<file path="src/rtl/iq_issue_select.sv">
// Issue side of a 16-entry centralized issue queue: dispatch write, tag wakeup,
// oldest-ready selection and valid/ready issue handshake.
module iq_issue_select #(
  parameter int unsigned OPCODE    = 7,
  parameter int unsigned PRF_WIDTH = 6,
  parameter int unsigned DEPTH     = 16
) (
  input  logic                 clk,
  input  logic                 rst_n,
  input  logic                 flush,
  input  logic                 disp_valid,
  output logic                 disp_ready,
  input  logic [OPCODE-1:0]    disp_op,
  input  logic [PRF_WIDTH-1:0] disp_prs1,
  input  logic [PRF_WIDTH-1:0] disp_prs2,
  input  logic                 disp_prs1_v,
  input  logic                 disp_prs2_v,
  input  logic                 disp_prs1_rdy,
  input  logic                 disp_prs2_rdy,
  input  logic [PRF_WIDTH-1:0] disp_prd,
  input  logic                 disp_prd_v,
  input  logic                 wb0_valid,
  input  logic [PRF_WIDTH-1:0] wb0_prd,
  input  logic                 wb1_valid,
  input  logic [PRF_WIDTH-1:0] wb1_prd,
  output logic                 iss_valid,
  input  logic                 iss_ready,
  output logic [OPCODE-1:0]    iss_op,
  output logic [PRF_WIDTH-1:0] iss_prs1,
  output logic [PRF_WIDTH-1:0] iss_prs2,
  output logic [PRF_WIDTH-1:0] iss_prd,
  output logic                 iss_prs1_v,
  output logic                 iss_prs2_v,
  output logic                 iss_prd_v,
  output logic [3:0]           iss_idx,
  output logic [4:0]           count
);

  logic [DEPTH-1:0]     valid_q, valid_d;
  logic [DEPTH-1:0]     prs1_v_q, prs1_v_d, prs2_v_q, prs2_v_d, prd_v_q, prd_v_d;
  logic [DEPTH-1:0]     rdy1_q, rdy1_d, rdy2_q, rdy2_d;
  logic [OPCODE-1:0]    op_q   [DEPTH];
  logic [OPCODE-1:0]    op_d   [DEPTH];
  logic [PRF_WIDTH-1:0] prs1_q [DEPTH];
  logic [PRF_WIDTH-1:0] prs1_d [DEPTH];
  logic [PRF_WIDTH-1:0] prs2_q [DEPTH];
  logic [PRF_WIDTH-1:0] prs2_d [DEPTH];
  logic [PRF_WIDTH-1:0] prd_q  [DEPTH];
  logic [PRF_WIDTH-1:0] prd_d  [DEPTH];
  logic [3:0]           age_q  [DEPTH];
  logic [3:0]           age_d  [DEPTH];
  logic [4:0]           count_q, count_d;

  logic [DEPTH-1:0] issuable;
  logic             sel_found;
  logic [3:0]       sel_idx;
  logic [3:0]       sel_age;
  logic             free_found;
  logic [3:0]       free_idx;
  logic             disp_fire;
  logic             iss_fire;
  logic [3:0]       disp_age;

  function automatic logic wake(input logic [PRF_WIDTH-1:0] tag,
                                input logic                 v0,
                                input logic [PRF_WIDTH-1:0] t0,
                                input logic                 v1,
                                input logic [PRF_WIDTH-1:0] t1);
    return (v0 && (t0 == tag)) || (v1 && (t1 == tag));
  endfunction

  // Ages are unique among valid entries, so the minimum-age issuable entry is unique.
  always_comb begin
    sel_found = 1'b0;
    sel_idx   = '0;
    sel_age   = '0;
    for (int i = 0; i < DEPTH; i++) begin
      issuable[i] = valid_q[i] && (!prs1_v_q[i] || rdy1_q[i]) && (!prs2_v_q[i] || rdy2_q[i]);
      if (issuable[i] && (!sel_found || (age_q[i] < sel_age))) begin
        sel_found = 1'b1;
        sel_idx   = 4'(i);
        sel_age   = age_q[i];
      end
    end
  end

  always_comb begin
    free_found = 1'b0;
    free_idx   = '0;
    for (int i = 0; i < DEPTH; i++) begin
      if (!valid_q[i] && !free_found) begin
        free_found = 1'b1;
        free_idx   = 4'(i);
      end
    end
  end

  assign count      = count_q;
  assign disp_ready = (count_q < 5'd16);
  assign iss_valid  = sel_found;
  assign disp_fire  = disp_valid && disp_ready;
  assign iss_fire   = sel_found && iss_ready;
  assign disp_age   = iss_fire ? 4'(count_q - 5'd1) : count_q[3:0];

  // Data outputs are forced to zero when nothing is offered so reset values are clean.
  always_comb begin
    iss_idx    = sel_idx;
    iss_op     = '0;
    iss_prs1   = '0;
    iss_prs2   = '0;
    iss_prd    = '0;
    iss_prs1_v = 1'b0;
    iss_prs2_v = 1'b0;
    iss_prd_v  = 1'b0;
    if (sel_found) begin
      iss_op     = op_q[sel_idx];
      iss_prs1   = prs1_q[sel_idx];
      iss_prs2   = prs2_q[sel_idx];
      iss_prd    = prd_q[sel_idx];
      iss_prs1_v = prs1_v_q[sel_idx];
      iss_prs2_v = prs2_v_q[sel_idx];
      iss_prd_v  = prd_v_q[sel_idx];
    end
  end

  always_comb begin
    valid_d  = valid_q;
    prs1_v_d = prs1_v_q;
    prs2_v_d = prs2_v_q;
    prd_v_d  = prd_v_q;
    rdy1_d   = rdy1_q;
    rdy2_d   = rdy2_q;
    op_d     = op_q;
    prs1_d   = prs1_q;
    prs2_d   = prs2_q;
    prd_d    = prd_q;
    age_d    = age_q;
    count_d  = count_q + 5'(disp_fire) - 5'(iss_fire);

    for (int i = 0; i < DEPTH; i++) begin
      if (valid_q[i]) begin
        if (wake(prs1_q[i], wb0_valid, wb0_prd, wb1_valid, wb1_prd)) rdy1_d[i] = 1'b1;
        if (wake(prs2_q[i], wb0_valid, wb0_prd, wb1_valid, wb1_prd)) rdy2_d[i] = 1'b1;
        if (iss_fire && (age_q[i] > sel_age)) age_d[i] = age_q[i] - 4'd1;
      end
    end

    if (iss_fire) valid_d[sel_idx] = 1'b0;

    // Free slot comes from registered state, so a slot freed this cycle is not reused yet.
    if (disp_fire) begin
      valid_d[free_idx]  = 1'b1;
      op_d[free_idx]     = disp_op;
      prs1_d[free_idx]   = disp_prs1;
      prs2_d[free_idx]   = disp_prs2;
      prd_d[free_idx]    = disp_prd;
      prs1_v_d[free_idx] = disp_prs1_v;
      prs2_v_d[free_idx] = disp_prs2_v;
      prd_v_d[free_idx]  = disp_prd_v;
      rdy1_d[free_idx]   = disp_prs1_rdy ||
                           wake(disp_prs1, wb0_valid, wb0_prd, wb1_valid, wb1_prd);
      rdy2_d[free_idx]   = disp_prs2_rdy ||
                           wake(disp_prs2, wb0_valid, wb0_prd, wb1_valid, wb1_prd);
      age_d[free_idx]    = disp_age;
    end

    if (flush) begin
      valid_d = '0;
      count_d = '0;
    end
  end

  always_ff @(posedge clk or negedge rst_n) begin
    if (!rst_n) begin
      valid_q  <= '0;
      prs1_v_q <= '0;
      prs2_v_q <= '0;
      prd_v_q  <= '0;
      rdy1_q   <= '0;
      rdy2_q   <= '0;
      op_q     <= '{default: '0};
      prs1_q   <= '{default: '0};
      prs2_q   <= '{default: '0};
      prd_q    <= '{default: '0};
      age_q    <= '{default: '0};
      count_q  <= '0;
    end else begin
      valid_q  <= valid_d;
      prs1_v_q <= prs1_v_d;
      prs2_v_q <= prs2_v_d;
      prd_v_q  <= prd_v_d;
      rdy1_q   <= rdy1_d;
      rdy2_q   <= rdy2_d;
      op_q     <= op_d;
      prs1_q   <= prs1_d;
      prs2_q   <= prs2_d;
      prd_q    <= prd_d;
      age_q    <= age_d;
      count_q  <= count_d;
    end
  end

endmodule

</file>
<file path="config.mk">
export PLATFORM = sky130hd
export DESIGN_NAME = iq_issue_select
export DESIGN_NICKNAME = d
export VERILOG_FILES = /design/src/rtl/iq_issue_select.sv
export SDC_FILE = /design/constraint.sdc
export NUM_CORES = 2
export LEC_CHECK = 0
export ABC_CLOCK_PERIOD_IN_PS = 37700
export CAP_MARGIN = 20
export CORE_MARGIN = 2
export CORE_UTILIZATION = 62
export DETAILED_ROUTE_END_ITERATION = 7
export GPL_TIMING_DRIVEN = 0
export HOLD_SLACK_MARGIN = 0.1
export PLACE_DENSITY = 0.8
export SLEW_MARGIN = 20
export SYNTH_ARGS = -nofsm -noshare
export SYNTH_HDL_FRONTEND = slang
export SYNTH_SLANG_ARGS = --single-unit
</file>
<file path="constraint.sdc">
create_clock -name clk -period 37.7 [get_ports clk]
set_input_delay 5.655 -clock clk [delete_from_list [all_inputs] [get_ports clk]]
set_output_delay 5.655 -clock clk [all_outputs]
set_load 0.01 [all_outputs]
</file>
==> results_dict.tcl <==
set metrics [dict create \
    crit_type "reg -> out" \
    drive_gt1_share_pct 17.6 \
    r2r_cells 146 \
    postSynth.asyncResetShare_pct 100 \
    drv_cap 0 \
    synth-edff-count 0 \
    syn_avg_cell_area_um2 9.76 \
    die-area_um2 60700 \
    grt.total_usage_pct 46.1 \
    n_fill_cell 4491 \
    worst-path-max-fanout 10 \
    slowest_delay_ns 0.70 \
    overflow 0 \
    final_core_util_pct 70.1 \
    status "finished, final reports clean" \
    drc_errors 0 \
    yosysSeqAreaShare_pct 38.8 \
    reg2reg_from "valid_q[0]" \
    maxSlewHeadroom_pct 7.63 \
    cpMostUsedCell "ha_1" \
    clk_pin_slew_worst_paths_ns 0.06 \
    synth_top_family_by_area "multiplexers" \
    grt_pass1_vias 31228 \
    grt_max_degree 100 \
    drt_wl_total_um 140000 \
    dp_hpwl_um 98900 \
    die_x_um 246 \
    hold_viol 0 \
    final_cell_mix "dfrtp_1 (565), mux2_2 (442), nand2_1 (371), xnor2_1 (255), xor2_1 (221)" \
    routabilityCongestion 1.05 \
    antenna_found_initial 11 \
    yosysUniqueCellTypes 102 \
    grt_pass1_wl_um 203000 \
    leakage_nw 18.5 \
    critPathCapture "iss_prs1[1]" \
    insertion_delay_ns 0.67 \
    peakVddDrop_uv 50.1 \
    max_freq_mhz 28.1 \
    finalCritPeriodShare_pct 94.4 \
    critPathLaunchType "flop" \
    synth_top_area_share_pct 38.8 \
    hp-class "reg -> reg" \
    power_mw 2.03 \
    tightestPinTransition_ns 1.37 \
    muxShareOfSynthArea_pct 16.7 \
    cts_buffers 58 \
    final_max_slew_viol_count 0 \
    fin_hold_ws_ns 0.489 \
    drt_iter0_drc 4363 \
    nets 4019 \
    cp.required_ns 32.04 \
    synth.top_cells.by_area "dfrtp_1 (39%), mux2_2 (14%), xnor2_1 (6.2%)" \
    clock_skew_ns 0.0368 \
    rsz0062_at_grt "false" \
    r2r-end "age_q[51]" \
    synth-simple-area-share_pct 13.0 \
    synth-main-ff-cell "dfrtp_1" \
    num_rows 88 \
    first_pass_iters 6 \
    via_count 32585 \
    cts_hold_buffers 0 \
    synth_compound_area_share_pct 11.6 \
    slowest_stage "nor3b_1" \
    coreArea_um2 57900 \
    fp.dieH_um 246 \
    ant_nets 0 \
    end_kind "output pin" \
    syn_inst 3731 \
    setup_viol 0 \
    pin_count 88 \
    portBuffers 61 \
    viasPerCell 6.94 \
    r2r_slack_ns 7.41 \
    yosys.area_share.adder_pct 3.92 \
    p_per_area_nw_per_um2 50.0 \
    wire_per_inst_um 29.8 \
    tns_ns 0 \
    synth_top_cell_by_area "dfrtp_1" \
    syn_nets 3880 \
    crit_arrival_ns 29.92 \
    root_buffer "clkbuf_16" \
    area_growth_pct 11.4 \
    final_common_cell "dfrtp_1" \
    period_needed_ns 35.58 \
    startpoint "valid_q[0]" \
    htree_levels 2 \
    start_util_pct 62.9 \
    synth_area_um2 36400 \
    cts_buffer_depth 3 \
    synthXorXnorAreaFrac_pct 11.5 \
    ys_warn_count 0 \
    cts_sinks 565 \
    synth-seq-cells 565 \
    tritoncts "built" \
]
==> critical path: cells and delay by family (launching register included) <==
family | cells | cell delay [ns]
muxes | 7 | 2.13
and+or+nand+nor | 39 | 7.06
buffers and inverters | 24 | 4.79
DFF | 1 | 0.33
AOI/OAI and AO/OA | 55 | 10.88
adders and majority gates | 15 | 4.01
==> worst min-delay path by stage <==
stage	startpoint	end	cells past startpoint
after global routing	prd_q[90]	prd_q[90]	1
after detailed placement	op_q[73]	op_q[73]	2
after CTS	op_q[75]	op_q[75]	2
final	op_q[72]	op_q[72]	2
after floorplan	prd_q[60]	prd_q[60]	2
after global placement	prd_q[61]	prd_q[61]	2
==> synth_stat cells, drive strengths merged (5+ instances only) <==
master and number:
a211o 5, a211oi 30, a21o 34, a21oi 150
a22oi 6, a31o 5, a31oi 11, a32oi 23
and2 27, and3 18, and4b 6, buf 70
clkbuf 207, dfrtp 565, ha 99, inv 130
maj3 17, mux2 447, mux2i 103, nand2 373
nand2b 12, nand3 68, nand3b 7, nand4 100
nor2 218, nor2b 7, nor3 31, nor4 39
o2111ai 27, o211ai 15, o21a 7, o21ai 175
o221ai 16, o22ai 29, o31ai 5, o41ai 33
or2 10, or3 30, or4 31, xnor2 258
xor2 221
==> state kept, by name, indices dropped and copies added, names as in the netlist <==
name,flops
prs1_v_q,16
prs2_v_q,16
prs1_q,96
prd_v_q,16
prs2_q,96
age_q,64
valid_q,16
rdy1_q,16
count,5
prd_q,96
rdy2_q,16
op_q,112
==> routing by layer <==
layer	track usage, %	wire, um	vias to the layer above
li1	-	-	13499
met1	56.5	50000	15783
met2	65.1	57600	2488
met3	16.5	18100	805
met4	37.8	14200	10
met5	0	68	-
==> power breakdown <==
part | switching (mW) | internal (mW) | total [mW]
clock | 0.271 | 0.371 | 0.643
combinational | 0.390 | 0.264 | 0.653
sequential | 0.0706 | 0.662 | 0.733
==> stage by stage <==
step / std cells / area [um2] / worst slack, ns
after floorplan: 3731 / 36400 / 8.78
after global placement: 4557 / 38000 / 3.42
after detailed placement: 4570 / 38300 / 2.91
after CTS: 4680 / 40400 / 2.12
after global routing: 4685 / 40600 / 0.0629
final: 4693 / 40600 / 2.12
==> cell type report <==
class                           count  area, um2  share of cell area, %
Buffer                            276       1140                   2.81
Multi-Input combinational cell   2758      20800                   51.3
Tap cell                          765        957                   2.36
Sequential cell                   565      14100                   34.8
Inverter                          131        492                   1.21
Clock buffer                       80       1650                   4.08
Antenna cell                        8       20.0                 0.0493
Clock inverter                     30        463                   1.14
Timing Repair Buffer               80        902                   2.22
==> cells by family (layout without fill, tap and decap cells) <==
kind of cell / after synthesis / count (layout)
xor gates and xnor gates: 479 / 479
AOI/OAI and AO/OA: 627 / 627
buffers and inverters: 408 / 597
adders and majority gates: 117 / 117
DFF: 565 / 565
and+or+nand+nor: 985 / 985
other: 0 / 8
muxes: 550 / 550
==> repair_timing <==
item,4_1_cts,5_1_grt
endpoints found under the hold margin,0,0
setup buffers,0,0
setup endpoints to repair,0,12
gates resized for setup,0,7
Power figures use the tool's default switching activity.
